<file path="src/rtl/rf_commit_sequencer.sv">
// Commit sequencer between the ROB commit interface and the register file.
// Buffers retired results in a small FIFO and drains one write per cycle.
// After an exception it drains the older buffered commits, then clears all
// rename tags in groups while stalling the decoder.
// Optional feature macro: RF_BYPASS_EN (adds a youngest-match FIFO bypass search).
module rf_commit_sequencer #(
  parameter int unsigned DEPTH        = 4,
  parameter int unsigned REG_COUNT    = 32,
  parameter int unsigned FLUSH_STRIDE = 8,
  parameter int unsigned DATA_W       = 32,
  parameter int unsigned PC_W         = 32,
  parameter int unsigned RD_W         = 5
) (
  input  logic              clk,
  input  logic              rst,
  input  logic              commit_valid,
  output logic              commit_ready,
  input  logic [RD_W-1:0]   commit_rd,
  input  logic [DATA_W-1:0] commit_data,
  input  logic [PC_W-1:0]   commit_pc,
  input  logic              exception_in,
  output logic              wr_en,
  output logic [RD_W-1:0]   wr_rd,
  output logic [DATA_W-1:0] wr_data,
  output logic [PC_W-1:0]   wr_pc,
  output logic              tag_clr_en,
  output logic [RD_W-1:0]   tag_clr_base,
  output logic              decoder_stall,
  output logic              flush_done,
`ifdef RF_BYPASS_EN
  input  logic [RD_W-1:0]   byp_rs,
  output logic              byp_hit,
  output logic [DATA_W-1:0] byp_data,
`endif
  output logic              busy
);

  localparam int unsigned PTR_W = (DEPTH > 1) ? $clog2(DEPTH) : 1;
  localparam int unsigned CNT_W = $clog2(DEPTH + 1);
  localparam int unsigned NGRP  = REG_COUNT / FLUSH_STRIDE;
  localparam int unsigned GRP_W = (NGRP > 1) ? $clog2(NGRP) : 1;

  typedef struct packed {
    logic [RD_W-1:0]   rd;
    logic [DATA_W-1:0] data;
    logic [PC_W-1:0]   pc;
  } entry_t;

  typedef enum logic [2:0] {
    S_IDLE, S_RUN, S_PRE_FLUSH, S_FLUSH, S_DONE
  } state_e;

  entry_t             mem_q [DEPTH];
  logic [PTR_W-1:0]   wptr_q, rptr_q;
  logic [CNT_W-1:0]   cnt_q, cnt_d;
  state_e             state_q, state_d;
  logic [GRP_W-1:0]   grp_q, grp_d;
  logic               init_q;
  logic               wr_en_q, tag_clr_en_q, decoder_stall_q, flush_done_q, busy_q;
  logic [RD_W-1:0]    wr_rd_q, tag_clr_base_q;
  logic [DATA_W-1:0]  wr_data_q;
  logic [PC_W-1:0]    wr_pc_q;
  logic               full, empty, accepting, push, pop;
  entry_t             head;

  // Handshake and FIFO occupancy decode from registered state only
  always_comb begin
    full         = (cnt_q == CNT_W'(DEPTH));
    empty        = (cnt_q == '0);
    accepting    = (state_q == S_IDLE) || (state_q == S_RUN);
    commit_ready = init_q && !full && accepting;
    push         = commit_valid && commit_ready;
    pop          = !empty && (accepting || (state_q == S_PRE_FLUSH));
    head         = mem_q[rptr_q];
    cnt_d        = cnt_q;
    if (push && !pop)      cnt_d = cnt_q + CNT_W'(1);
    else if (pop && !push) cnt_d = cnt_q - CNT_W'(1);
  end

  // Next-state logic: drain, pre-flush drain, grouped tag clear, done pulse
  always_comb begin
    state_d = state_q;
    grp_d   = grp_q;
    case (state_q)
      S_IDLE, S_RUN: begin
        if (exception_in)       state_d = S_PRE_FLUSH;
        else if (cnt_d == '0)   state_d = S_IDLE;
        else                    state_d = S_RUN;
      end
      S_PRE_FLUSH: begin
        if (empty) begin
          state_d = S_FLUSH;
          grp_d   = '0;
        end
      end
      S_FLUSH: begin
        if (grp_q == GRP_W'(NGRP - 1)) state_d = S_DONE;
        else                           grp_d   = grp_q + GRP_W'(1);
      end
      S_DONE:  state_d = S_IDLE;
      default: state_d = S_IDLE;
    endcase
  end

  // FIFO storage; contents are don't-care until written
  always_ff @(posedge clk) begin
    if (push) mem_q[wptr_q] <= '{rd: commit_rd, data: commit_data, pc: commit_pc};
  end

  // State, pointers and registered outputs
  always_ff @(posedge clk or negedge rst) begin
    if (!rst) begin
      state_q         <= S_IDLE;
      wptr_q          <= '0;
      rptr_q          <= '0;
      cnt_q           <= '0;
      grp_q           <= '0;
      init_q          <= 1'b0;
      wr_en_q         <= 1'b0;
      wr_rd_q         <= '0;
      wr_data_q       <= '0;
      wr_pc_q         <= '0;
      tag_clr_en_q    <= 1'b0;
      tag_clr_base_q  <= '0;
      decoder_stall_q <= 1'b0;
      flush_done_q    <= 1'b0;
      busy_q          <= 1'b0;
    end else begin
      state_q <= state_d;
      cnt_q   <= cnt_d;
      grp_q   <= grp_d;
      init_q  <= 1'b1;
      if (push) wptr_q <= wptr_q + PTR_W'(1);
      if (pop) begin
        rptr_q    <= rptr_q + PTR_W'(1);
        wr_rd_q   <= head.rd;
        wr_data_q <= head.data;
        wr_pc_q   <= head.pc;
      end
      wr_en_q         <= pop && (head.rd != '0);
      tag_clr_en_q    <= (state_d == S_FLUSH);
      tag_clr_base_q  <= (state_d == S_FLUSH) ? RD_W'(32'(grp_d) * FLUSH_STRIDE) : '0;
      decoder_stall_q <= (state_d == S_PRE_FLUSH) || (state_d == S_FLUSH) || (state_d == S_DONE);
      flush_done_q    <= (state_d == S_DONE);
      busy_q          <= (cnt_d != '0) || (state_d != S_IDLE);
    end
  end

  assign wr_en         = wr_en_q;
  assign wr_rd         = wr_rd_q;
  assign wr_data       = wr_data_q;
  assign wr_pc         = wr_pc_q;
  assign tag_clr_en    = tag_clr_en_q;
  assign tag_clr_base  = tag_clr_base_q;
  assign decoder_stall = decoder_stall_q;
  assign flush_done    = flush_done_q;
  assign busy          = busy_q;

`ifdef RF_BYPASS_EN
  logic [PTR_W-1:0] byp_idx;

  // Youngest valid FIFO entry matching byp_rs wins (later iterations are younger)
  always_comb begin
    byp_hit  = 1'b0;
    byp_data = '0;
    byp_idx  = '0;
    for (int unsigned i = 0; i < DEPTH; i++) begin
      byp_idx = rptr_q + PTR_W'(i);
      if ((CNT_W'(i) < cnt_q) && (byp_rs != '0) && (mem_q[byp_idx].rd == byp_rs)) begin
        byp_hit  = 1'b1;
        byp_data = mem_q[byp_idx].data;
      end
    end
    if ((state_q == S_FLUSH) || (state_q == S_DONE)) begin
      byp_hit  = 1'b0;
      byp_data = '0;
    end
  end
`endif

endmodule

</file>
<file path="config.mk">
export PLATFORM = sky130hd
export DESIGN_NAME = rf_commit_sequencer
export DESIGN_NICKNAME = d
export VERILOG_FILES = /design/src/rtl/rf_commit_sequencer.sv
export SDC_FILE = /design/constraint.sdc
export NUM_CORES = 1
export LEC_CHECK = 0
export CELL_PAD_IN_SITES_DETAIL_PLACEMENT = 1
export CELL_PAD_IN_SITES_GLOBAL_PLACEMENT = 2
export CORE_MARGIN = 3
export CORE_UTILIZATION = 47
export CTS_CLUSTER_SIZE = 28
export DETAILED_ROUTE_END_ITERATION = 8
export PLACE_DENSITY_LB_ADDON = 0.1
export SLEW_MARGIN = 15
export SYNTH_ARGS = -nofsm -noshare
export SYNTH_HDL_FRONTEND = slang
export SYNTH_SLANG_ARGS = --single-unit
</file>
<file path="constraint.sdc">
create_clock -name clk -period 5.5 [get_ports clk]
set_input_delay 1.1 -clock clk [delete_from_list [all_inputs] [get_ports clk]]
set_output_delay 1.1 -clock clk [all_outputs]
set_load 0.01 [all_outputs]
</file>
# Yosys cells after proc, flatten, opt, wreduce, memory -nomap -nowiden

Memories as Yosys holds them, arrays and structs flattened.
Index checks and enable logic that the tools add are counted.

Memories kept: 1
Logic and storage cells: 65
Bits of input ports: 73
RAM bits: 276
Register bits: 92
Output and inout port bits: 80

Equality and inequality tests: 8
Add/subtract/negate cells: 5
Muxes and demuxes: 13
Reduce and logical (&&, ||, !) cells: 23

Memory list:

| name  | depth | bits a word | read ports | clocked after memory_dff | write ports | RTL line | RTL |
|---|---|---|---|---|---|---|---|
| mem_q | 4     | 69          | 1          | 0                        | 1           | 53       | `entry_t mem_q [DEPTH];` |

Operator list:

| kind                                                                  | count |
|---|---|
| 3-bit by 2-bit equality test with 1-bit output, second input constant | 4 |
| 3-bit 2-to-1 mux                                                      | 4 |
| 3-bit zero test                                                       | 3 |
| 3-bit case mux with 3 select lines                                    | 1 |
| 1-bit logical AND                                                     | 7 |
| 2-bit by 1-bit adder with 2-bit output, second input constant         | 3 |
| 3-bit equality test, second input constant                            | 2 |
| 2-bit 2-to-1 mux                                                      | 3 |
| 3-bit nonzero test                                                    | 2 |
| 1-bit logical OR                                                      | 5 |
| 5-bit 2-to-1 mux                                                      | 1 |
| 5-bit nonzero test                                                    | 1 |
| 1-bit zero test                                                       | 4 |
| 2-bit case mux with 2 select lines                                    | 1 |
| 3-bit by 1-bit adder with 3-bit output, second input constant         | 1 |
| 3-bit by 1-bit equality test with 1-bit output, second input constant | 1 |
| 1-bit 2-to-1 mux                                                      | 3 |
| 3-bit by 1-bit subtractor with 3-bit output, second input constant    | 1 |
| 2-bit equality test, second input constant                            | 1 |
| 2-bit OR reduction                                                    | 1 |

# Depth between registers and ports, before layout

Gate-level depths: netlist (run 1).

Depth in word-level cells: 16
Gate-level depth with buffers: 9
Gate-level depth less buffers: 8

# Worst setup path after synthesis (run 1)

OpenSTA, ideal clock, no wires.

Kind: in2reg
From: in commit_valid
To: mem mem_q[0][0] (netlist bit), enable pin
Stages: 3
Arrival time: 3,023 ps
Slack: 2,043 ps
Buffers on the path: 1
Required time: 5,065 ps
Path through: and4_1 buf_4 and2_1

Cells in the longest elaborated chain, start to end: 3

RTL lines:

| what                                   | RTL line | RTL |
|---|---|---|
| start, declared                        | 16       | `input logic commit_valid,` |
| 1-bit logical AND                      | 72       | `push = commit_valid && commit_ready;` |
| 1-bit 2-to-1 mux                       | 107      | `if (push) mem_q[wptr_q] <= '{rd: commit_rd, data: commit_data, pc: commit_pc};` |
| 1-bit 2-to-1 mux (implied by the code) | 107      |  |
| end, declared                          | 53       |  |

No other way between the ends.

# Worst setup path after layout (run 1)

From: reg cnt_q[0]
To: out commit_ready

Cells in the longest elaborated chain, start to end: 4

RTL lines:

| what                           | RTL line | RTL |
|---|---|---|
| start, declared                | 55       | `logic [CNT_W-1:0] cnt_q, cnt_d;` |
| start signal, assigned         | 130      | `cnt_q <= cnt_d;` |
| 3-bit equality test            | 68       | `full = (cnt_q == CNT_W'(DEPTH));` |
| 1-bit zero test                | 71       | `commit_ready = init_q && !full && accepting;` |
| 1-bit logical AND (2 in a row) | 71       |  |
| end, declared                  | 17       | `output logic commit_ready,` |

No other way between the ends.

==> results of run 1 <==
[final cells by class]
type                       instances  area share
sequential                       365       0.631
tap                              378      0.0284
inverter                           6     0.00135
timing repair buffer             152      0.0906
clock inverter                    23      0.0176
clock buffer                      45      0.0623
multi-input combinational        205       0.169
[synth_stat cells, types with 2 or more instances]
cell type | instances | area share
ha_1 | 7 | 0.0065
mux4_2 | 69 | 0.12
o21ai_0 | 4 | 0.0015
inv_1 | 6 | 0.0017
and2_1 | 4 | 0.0019
buf_4 | 5 | 0.0028
nor2_1 | 7 | 0.0019
buf_2 | 17 | 0.0063
dfrtp_1 | 89 | 0.17
conb_1 | 2 | 0.00056
clkbuf_1 | 6 | 0.0017
edfxtp_1 | 276 | 0.61
xnor2_1 | 4 | 0.0026
o21a_1 | 2 | 0.0011
xor2_1 | 2 | 0.0013
nand2_1 | 9 | 0.0025
nor3_1 | 4 | 0.0015
and3_1 | 2 | 0.00093
a21oi_1 | 3 | 0.0011
nand4_1 | 2 | 0.00093
mux2_2 | 69 | 0.058
[worst paths after layout]
check                           cells after the start            to      from
worst max-delay path                                5  commit_ready  cnt_q[0]
worst min-delay path                                1      wr_pc[9]  wr_pc[9]
worst max register to register                      6     wr_pc[18]  cnt_q[0]
worst min register to register                      1      wr_pc[9]  wr_pc[9]
max in group asynchronous                           2     rptr_q[0]       rst
min in group asynchronous                           1      wr_pc[9]       rst
[layer usage]
metal	track usage	vias up	routed length, um
met5	0	-	20
met4	0.0339	4	371
met2	0.291	141	13200
li1	-	2745	-
met3	0.0372	40	1150
met1	0.225	3292	10600
[through the flow]
step	total power [mW]	utilization	area, um2	setup slack, ns
6_report	9.00	0.595	16700	2.32
3_5_place_dp	6.44	0.548	15300	2.08
5_1_grt	9.47	0.595	16700	2.21
3_3_place_gp	6.34	0.548	15300	2.14
4_1_cts	9.15	0.595	16700	2.29
2_1_floorplan	5.39	-	13500	2.04
[power groups by stage]
stage	Sequential, mW	Clock (mW)	Combinational, mW
3_3_place_gp	3.81	0	2.53
4_1_cts	3.79	2.74	2.62
3_5_place_dp	3.84	0	2.60
5_1_grt	3.85	2.87	2.75
2_1_floorplan	3.75	0	1.64
6_report	3.77	2.67	2.56
[state kept, by name, summed over array words and instances, names as in the netlist, 3 cells and up]
| name | flops |
|---|---|
| mem_q | 276 |
| wr_data | 32 |
| wr_pc | 32 |
| wr_rd | 5 |
| cnt_q | 3 |
| state_q | 3 |
[worst max-delay path: cells and delay by family, from the launching register on]
family / cells / cell delay (ns)
flops: 1 / 0.38
buf+inv: 2 / 0.66
simple gates: 2 / 0.31
fa+ha+maj: 1 / 0.24
[layout by cell type, fill, tap and decap left out, types with 7 or more instances in the layout]
cell type        count
mux4_2              69
dfrtp_1             87
clkinv_2             9
edfxtp_1           276
nand2_1              9
clkdlybuf4s50_1    148
ha_1                 7
mux2_2              69
bufinv_16            7
clkbuf_16           39
[cells by family after synthesis]
logic type	after synthesis
AND/OR/NAND/NOR	34
AO/OA/AOI/OAI	15
flip-flops	365
buffers and inverters	35
adder cells (fa/ha/maj)	7
XOR/XNOR	6
multiplexers	139
other	2
==> impl_results.md, run 1 <==
- Simple-gate area share of the yosys netlist: 0.0143
- Fmax: between 300 and 400 MHz
- Fin cells: about 1,200
- Nets: approximately 850
- Clk_lat worst skew: a little over 0.5 ns
- Layout fillers: roughly 2,400
- Multiplexer share of the synthesized area: 0.174
- Ports: between 150 and 200
- CTS Buf Count: 37
- Cell Int Power: 6.62 mW
- Area Growth Syn to Fin: 23.7%
- WL/cell: 21.6 um
- Largest net degree at the start of global routing: ~70
- EDFF count, synth: 276
- Pwr/cell area: roughly 540 nW/um2
- Switching Power: ~2.4 mW
- Comb power frac: 0.284
- Antenna diodes: 0
- Async set-or-reset flop fraction in the synthesized netlist: 0.244
- Clock Path Buffers: 3
- Initial core utilization: 0.481
- Final worst path period share: 0.578
- Post-CTS Repair Setup Buffers: 0
- Fin crit period: about 3.2 ns
- Netlist cell types: 35
- CP max stage delay: around 0.53 ns
- Ratio of cells with drive above 1 in the final layout: 0.271
- RSZ-0062 raised after global routing: false
- Final ANT Viol Nets: 0
- Sequential share of the synthesized area: 0.780
- Reg power frac: 0.419
- Footprint of the multi-input gates: around 2800 um2
- Kind of end point of the critical path: output pin
- Clk pwr share: 0.297
- Max cap viols: 0
- Post-route setup TNS: 0 ns
- Peak supply drop: 0.271 mV
- Core area: 28,000 um2
- Main combinational cell family by area after synthesis: multiplexers
- Die area: between 30,000 and 40,000 um2
- Kind of critical path: register to output pin
- R2r setup slk: around 2.8 ns
- H-tree levels: 2
- Chip width: approximately 180 um
- Row cnt: 61
- Root buffer cell: clkbuf_16
- First-pass GRT wire length: between 40 and 50 mm
- CTS Sinks: roughly 370
- Final Setup Violations: 0
- Final hold vios: 0
- Worst Tran Pin Value: ~1.1 ns
- FF/Latch Area: roughly 11,000 um2
- Status: completed
- Synth Area in XOR/XNOR: 0.00390
- Post-synth top flop: edfxtp_1
- Net Sw Frac: 0.265
- Crit Path Max Fanout: 5
- Final WL: approximately 25 mm
- Hold WS: around 0.51 ns
- Post-Synthesis Cell Area: roughly 13,000 um2
- CP required: 4.40 ns
- Post-synthesis register bit count: 365
- Port Buffers: roughly 150
- Worst-path clk slew: around 0.060 ns
- Synth warnings: 0
- Die height: approximately 180 um
- CTS tree: yes
- Hold WC Path Type: register to register
- Vias in the first global route: ~7,000
- DRT iter0 DRCs: between 300 and 400
- GR Util All Layers: 0.169
- TritonRoute pass-1 iters: 4
- Startpoint Class: register
- Post-synthesis compound-gate area fraction: 0.00789
- # hold bufs at CTS: 0
- Final HPWL DP: about 15 mm
- # placed instances: between 1,000 and 1,500
- WP data arrival: 2.08 ns
- Leakage power: ~5.7 nW
- Avg Cell Area, Syn: 22.4 um2
- Gp weighted congestion: about 0.7
- Adder-cell area share of the yosys netlist: 0.00650
- Post-CTS sizing: 0
- Worst-path cell chain: inv_1 -> ha_1 -> nand2_1 -> and3_1 -> clkdlybuf4s50_1
- Remaining global-route overflow: 0
- Slew Limit Fails: 0
- Vias per cell: roughly 5.3
- Initial antenna violation count: 2
- Worst Skew: ~0.013 ns
- DR DRC count: 0
- Vias: roughly 6,200
- Slowest CP cell: clkdlybuf4s50_1
- Post-Syn Instances: ~600
- Slew headroom: 0.265
(Power assumes the default switching activity.)
==> run 2: changes to the inputs <==
--- a/config.mk
+++ b/config.mk
@@ -8,7 +8,7 @@
 export CELL_PAD_IN_SITES_DETAIL_PLACEMENT = 1
 export CELL_PAD_IN_SITES_GLOBAL_PLACEMENT = 2
 export CORE_MARGIN = 3
-export CORE_UTILIZATION = 47
+export CORE_UTILIZATION = 39
 export CTS_CLUSTER_SIZE = 28
 export DETAILED_ROUTE_END_ITERATION = 8
 export PLACE_DENSITY_LB_ADDON = 0.1
==> constraint.sdc (replaced) <==
create_clock -name clk -period 2.8 [get_ports clk]
set_input_delay 0.56 -clock clk [delete_from_list [all_inputs] [get_ports clk]]
set_output_delay 0.56 -clock clk [all_outputs]
set_load 0.01 [all_outputs]
==> run 2 against run 1 <==
  * First-iteration DRC count rose by 1.5%
  * Combinational power is 110% higher
  * Worst setup slack got worse by 2.2 ns
  * Worst hold slack got worse by 0.46 ns
  * Power grew 97%
  * Critical path depth stayed put
  * Routed wire length up 8.6%
  * Clock skew is 0.0062 ns higher
  * Register-to-register slack got worse by 2.2 ns
  * Final area up 1.9%
  * Core utilization shrank 9.2 points
  * Critical path type unchanged
  * Largest cell class unchanged
==> impl_results.md, run 2 (synthesized netlist as in run 1, its figures left out) <==
- Kind of end point of the critical path: output pin
- Final WL: 27.6 mm
- Initial core utilization: 0.399
- Worst-path cell chain: inv_1 -> ha_1 -> nand2_1 -> and3_1 -> clkdlybuf4s50_1
- Pwr/cell area: 1040 nW/um2
- Final ANT Viol Nets: 0
- Setup WS pre-CTS: around 0.27 ns
- Area Growth Syn to Fin: 26.1%
- Die area: roughly 37,000 um2
- Nets: between 800 and 900
- Crit Path Max Fanout: 5
- Peak supply drop: slightly above 0.7 mV
- Core area: ~34,000 um2
- Fin util: 0.503
- Slew Limit Fails: 0
- Vias per cell: 4.96
- Ratio of cells with drive above 1 in the final layout: 0.281
- Post-route setup TNS: 0 ns
- Chip width: 192 um
- CP max stage delay: between 0.5 and 0.6 ns
- Biggest register: mem_q
- Worst Tran Pin Value: between 0.6 and 0.7 ns
- Fin cells: approximately 1,300
- Status: completed
- # placed instances: between 1,000 and 1,500
- Hold WC Path Type: input pin to async pin
- DR DRC count: 0
- Final HPWL DP: around 18 mm
- WL/cell: about 22 um
- CTS Buf Count: 39
- Die height: approximately 190 um
- Largest net degree at the start of global routing: 73
- Slowest CP cell: clkdlybuf4s50_1
- Final worst path period share: 0.940
- Final hold vios: 0
- Initial antenna violation count: 0
- Kind of critical path: register to output pin
- # hold bufs at CTS: 0
- Origin of the critical flop-to-flop path: cnt_q[0]
- Most common cell after layout, fill and taps aside: edfxtp_1
- CP required: about 2.2 ns
- Root buffer cell: clkbuf_16
- First-pass GRT wire length: around 43 mm
- Gp weighted congestion: 0.676
- Port Buffers: 149
- Final Setup Violations: 0
- Most frequent cells in the layout: edfxtp_1 (276), clkdlybuf4s50_1 (148), dfrtp_1 (87)
- Max reg flops: roughly 280
- CTS tree: yes
- Antenna diodes: 0
- RSZ-0062 raised after global routing: false
- Clock Path Buffers: 3
- Clk_lat worst skew: ~0.52 ns
- TritonRoute pass-1 iters: 4
- GR Util All Layers: 0.153
- CTS Sinks: approximately 370
- Remaining global-route overflow: 0
- Vias in the first global route: about 7,100
- Fmax: approximately 380 MHz
- Startpoint Class: register
- Post-CTS Repair Setup Buffers: 0
- Row cnt: 67
- H-tree levels: 2
- DRT iter0 DRCs: 349
- Worst Slack Setup Final: ~0.17 ns
- Crit. Startpoint: cnt_q[0]
- Post-CTS sizing: 0
- WP data arrival: between 2 and 2.5 ns
- Worst Skew: 0.0192 ns
- Vias: 6,262
- Ports: 153
- Slew headroom: 0.593
- Leakage power: ~5.8 nW
- Worst-path clk slew: around 0.06 ns
- Fin crit period: roughly 2.6 ns
- Max cap viols: 0
[run 2: path summary, 6_finish.rpt]
| path | slack [ns] | cells after the start | endpoint |
|---|---|---|---|
| worst max register to register | 0.51 | 6 | mem_q[2][21] |
| min in group clk | 0.51 | 1 | wr_data[16] |
| worst min register to register | 0.51 | 1 | wr_data[16] |
| max in group asynchronous | 2.01 | 2 | rptr_q[0] |
| worst max-delay path | 0.17 | 5 | commit_ready |
| worst min-delay path | 0.05 | 1 | wr_pc[9] |
[run 2: metal layers]
layer	vias up	global-route usage	wire [um]
li1	2779	-	-
met2	144	0.261	14100
met3	27	0.0299	1190
met5	-	0	0
met4	0	0.0316	325
met1	3312	0.206	12000
[run 2: worst max-delay path: cells and delay by family (launching register included)]
kind                       cells  cell delay [ns]
DFF                            1             0.37
adders and majority gates      1             0.24
buffers and inverters          2             0.64
and+or+nand+nor                2             0.32
[run 2: metrics by stage]
stage          hold slack (ns)  power, mW  instance area (um2)
2_1_floorplan            0.264       10.6                13500
3_3_place_gp             0.488       12.7                15700
3_5_place_dp             0.496       12.9                15700
4_1_cts                 0.0623       18.1                17000
5_1_grt                 0.0716       18.7                17000
6_report                0.0489       17.7                17000
[run 2: report_power, final]
group          internal, mW  leakage, nW  switching [mW]
registers              6.68         3.52           0.548
logic                  3.11         1.68            2.28
clock network          3.13        0.647            1.99
[run 2: area by class of cell]
type	instances	area, um2
sequential	365	10500
timing repair buffer	167	1770
multi-input combinational	205	2810
clock inverter	19	209
tap	448	561
clock buffer	52	1100
fill	3028	16800
inverter	6	22.5
==> run 3: changes to the inputs <==
--- a/config.mk
+++ b/config.mk
@@ -12,6 +12,7 @@
 export CTS_CLUSTER_SIZE = 28
 export DETAILED_ROUTE_END_ITERATION = 8
 export PLACE_DENSITY_LB_ADDON = 0.1
+export RECOVER_POWER = 25
 export SLEW_MARGIN = 15
 export SYNTH_ARGS = -nofsm -noshare
 export SYNTH_HDL_FRONTEND = slang
==> run 3 against run 2 <==
  * Die area unchanged
  * Power is essentially flat
  * Final area barely moved
  * Final cell count unchanged
  * Sequential share of layout area hardly changed
  * Sequential cell count unchanged
  * Core utilization is essentially flat
  * Worst setup slack lost 0.0060 ns
  * First-iteration DRC count grew 0.29%
  * Combinational power is essentially flat
  * Clock-buffer cell count is the same
  * Via count up 0.67%
==> impl_results.md, run 3 (synthesized netlist as in run 1, its figures left out) <==
- Status: completed
- Nets: about 860
- Antenna diodes: 0
- H-tree levels: 2
- Port Buffers: ~150
- Slew Limit Fails: 0
- GR Util All Layers: 0.153
- Gp weighted congestion: a little under 0.7
- Kind of critical path: register to output pin
- Max reg flops: between 200 and 300
- Hold WC Path Type: input pin to async pin
- Slew headroom: 0.205
- Fmax: around 380 MHz
- Final HPWL DP: about 18 mm
- Worst Skew: approximately 0.018 ns
- Post-Layout Inst Area: approximately 17,000 um2
- Worst Tran Pin Value: 1.19 ns
- CP required: between 2 and 2.5 ns
- Most frequent cells in the layout: edfxtp_1 (276), clkdlybuf4s50_1 (106), dfrtp_1 (87)
- CTS Buf Count: 39
- Initial core utilization: 0.399
- DR DRC count: 0
- Vias: ~6,300
- WP data arrival: between 2 and 2.5 ns
- Clk_lat worst skew: ~0.52 ns
- Final hold vios: 0
- First-pass GRT wire length: 42.5 mm
- Fin crit period: between 2 and 3 ns
- Die area: 36,800 um2
- TritonRoute pass-1 iters: 4
- DRT iter0 DRCs: 350
- Met3 GRT Util: 0.0299
- Final worst path period share: 0.942
- Peak supply drop: a little over 0.7 mV
- Core area: between 30,000 and 40,000 um2
- Post-route setup TNS: 0 ns
- Chip width: ~190 um
- Final Setup Violations: 0
- Pwr/cell area: approximately 1000 nW/um2
- Kind of end point of the critical path: output pin
- CTS tree: yes
- CTS Sinks: ~370
- Row cnt: 67
- Top Usage Layer GRT: met2
- Die height: between 150 and 200 um
- Post-CTS sizing: 0
- WL/cell: 21.9 um
- Ratio of cells with drive above 1 in the final layout: 0.281
- Hold WS: between 0.2 and 0.3 ns
- RSZ-0062 raised after global routing: false
- Final WL: between 20 and 30 mm
- # hold bufs at CTS: 0
- Crit Path Max Fanout: 5
- Remaining global-route overflow: 0
- Vias per cell: ~5
- Worst-path clk slew: about 0.060 ns
- Initial antenna violation count: 2
- Startpoint Class: register
- Leakage power: slightly below 6 nW
- Ports: 153
- DP Area: 15,700 um2
- Root buffer cell: clkbuf_16
- Area Growth Syn to Fin: 26.1%
- Clock Path Buffers: 3
- Post-CTS Repair Setup Buffers: 0
- Final ANT Viol Nets: 0
- GRT met1 Usage: 0.206
- Largest net degree at the start of global routing: 73
- Vias in the first global route: around 7,100
- Biggest register: mem_q
- Most common cell after layout, fill and taps aside: edfxtp_1
- Global routing usage on met2: 0.261
- Max cap viols: 0
[run 3: report_power, final]
part,internal [mW],switching [mW],leakage [nW]
registers,6.68,0.549,3.52
logic,3.10,2.28,1.69
clock network,3.13,1.99,0.647
total,12.9,4.82,5.86
[run 3: critical path, stage by stage, from the launching register on]
cell and delay [ns]:
dfrtp_1 0.37, inv_1 0.12, ha_1 0.24, nand2_1 0.15, and3_1 0.18, clkdlybuf4s50_1 0.53
[run 3: layout make-up]
cell class	instances	area, um2
well taps	448	561
clock inverters	19	209
fillers	3028	16800
clock buffers	52	1100
multi-input cells	205	2810
flip-flops and latches	365	10500
inverters	6	22.5
repair buffers	167	1770
[run 3: final timing paths]
kind | end | slack [ns] | cells past startpoint | startpoint
setup / recovery | commit_ready | 0.16 | 5 | cnt_q[0]
hold / removal | wr_pc[9] | 0.27 | 1 | rst
setup reg to reg | mem_q[2][21] | 0.50 | 6 | cnt_q[0]
hold reg to reg | wr_data[16] | 0.51 | 1 | wr_data[16]
max in group asynchronous | rptr_q[0] | 1.62 | 2 | rst
min in group clk | wr_data[16] | 0.51 | 1 | wr_data[16]
[run 3: per-layer routing]
| layer | part of all wire | vias up |
|---|---|---|
| met4 | 0.014 | 0 |
| met1 | 0.43 | 3334 |
| met3 | 0.049 | 33 |
| met2 | 0.51 | 158 |
| li1 | - | 2779 |
| met5 | 0 | - |
[run 3: metrics by stage]
stage / total power, mW / worst slack (ns) / cells / util
2_1_floorplan: 10.6 / 0.400 / 605 / -
3_3_place_gp: 12.7 / 0.309 / 1191 / 0.465
3_5_place_dp: 12.9 / 0.269 / 1191 / 0.465
4_1_cts: 18.1 / 0.136 / 1262 / 0.503
5_1_grt: 18.7 / 0.0438 / 1262 / 0.503
6_report: 17.7 / 0.162 / 1262 / 0.503
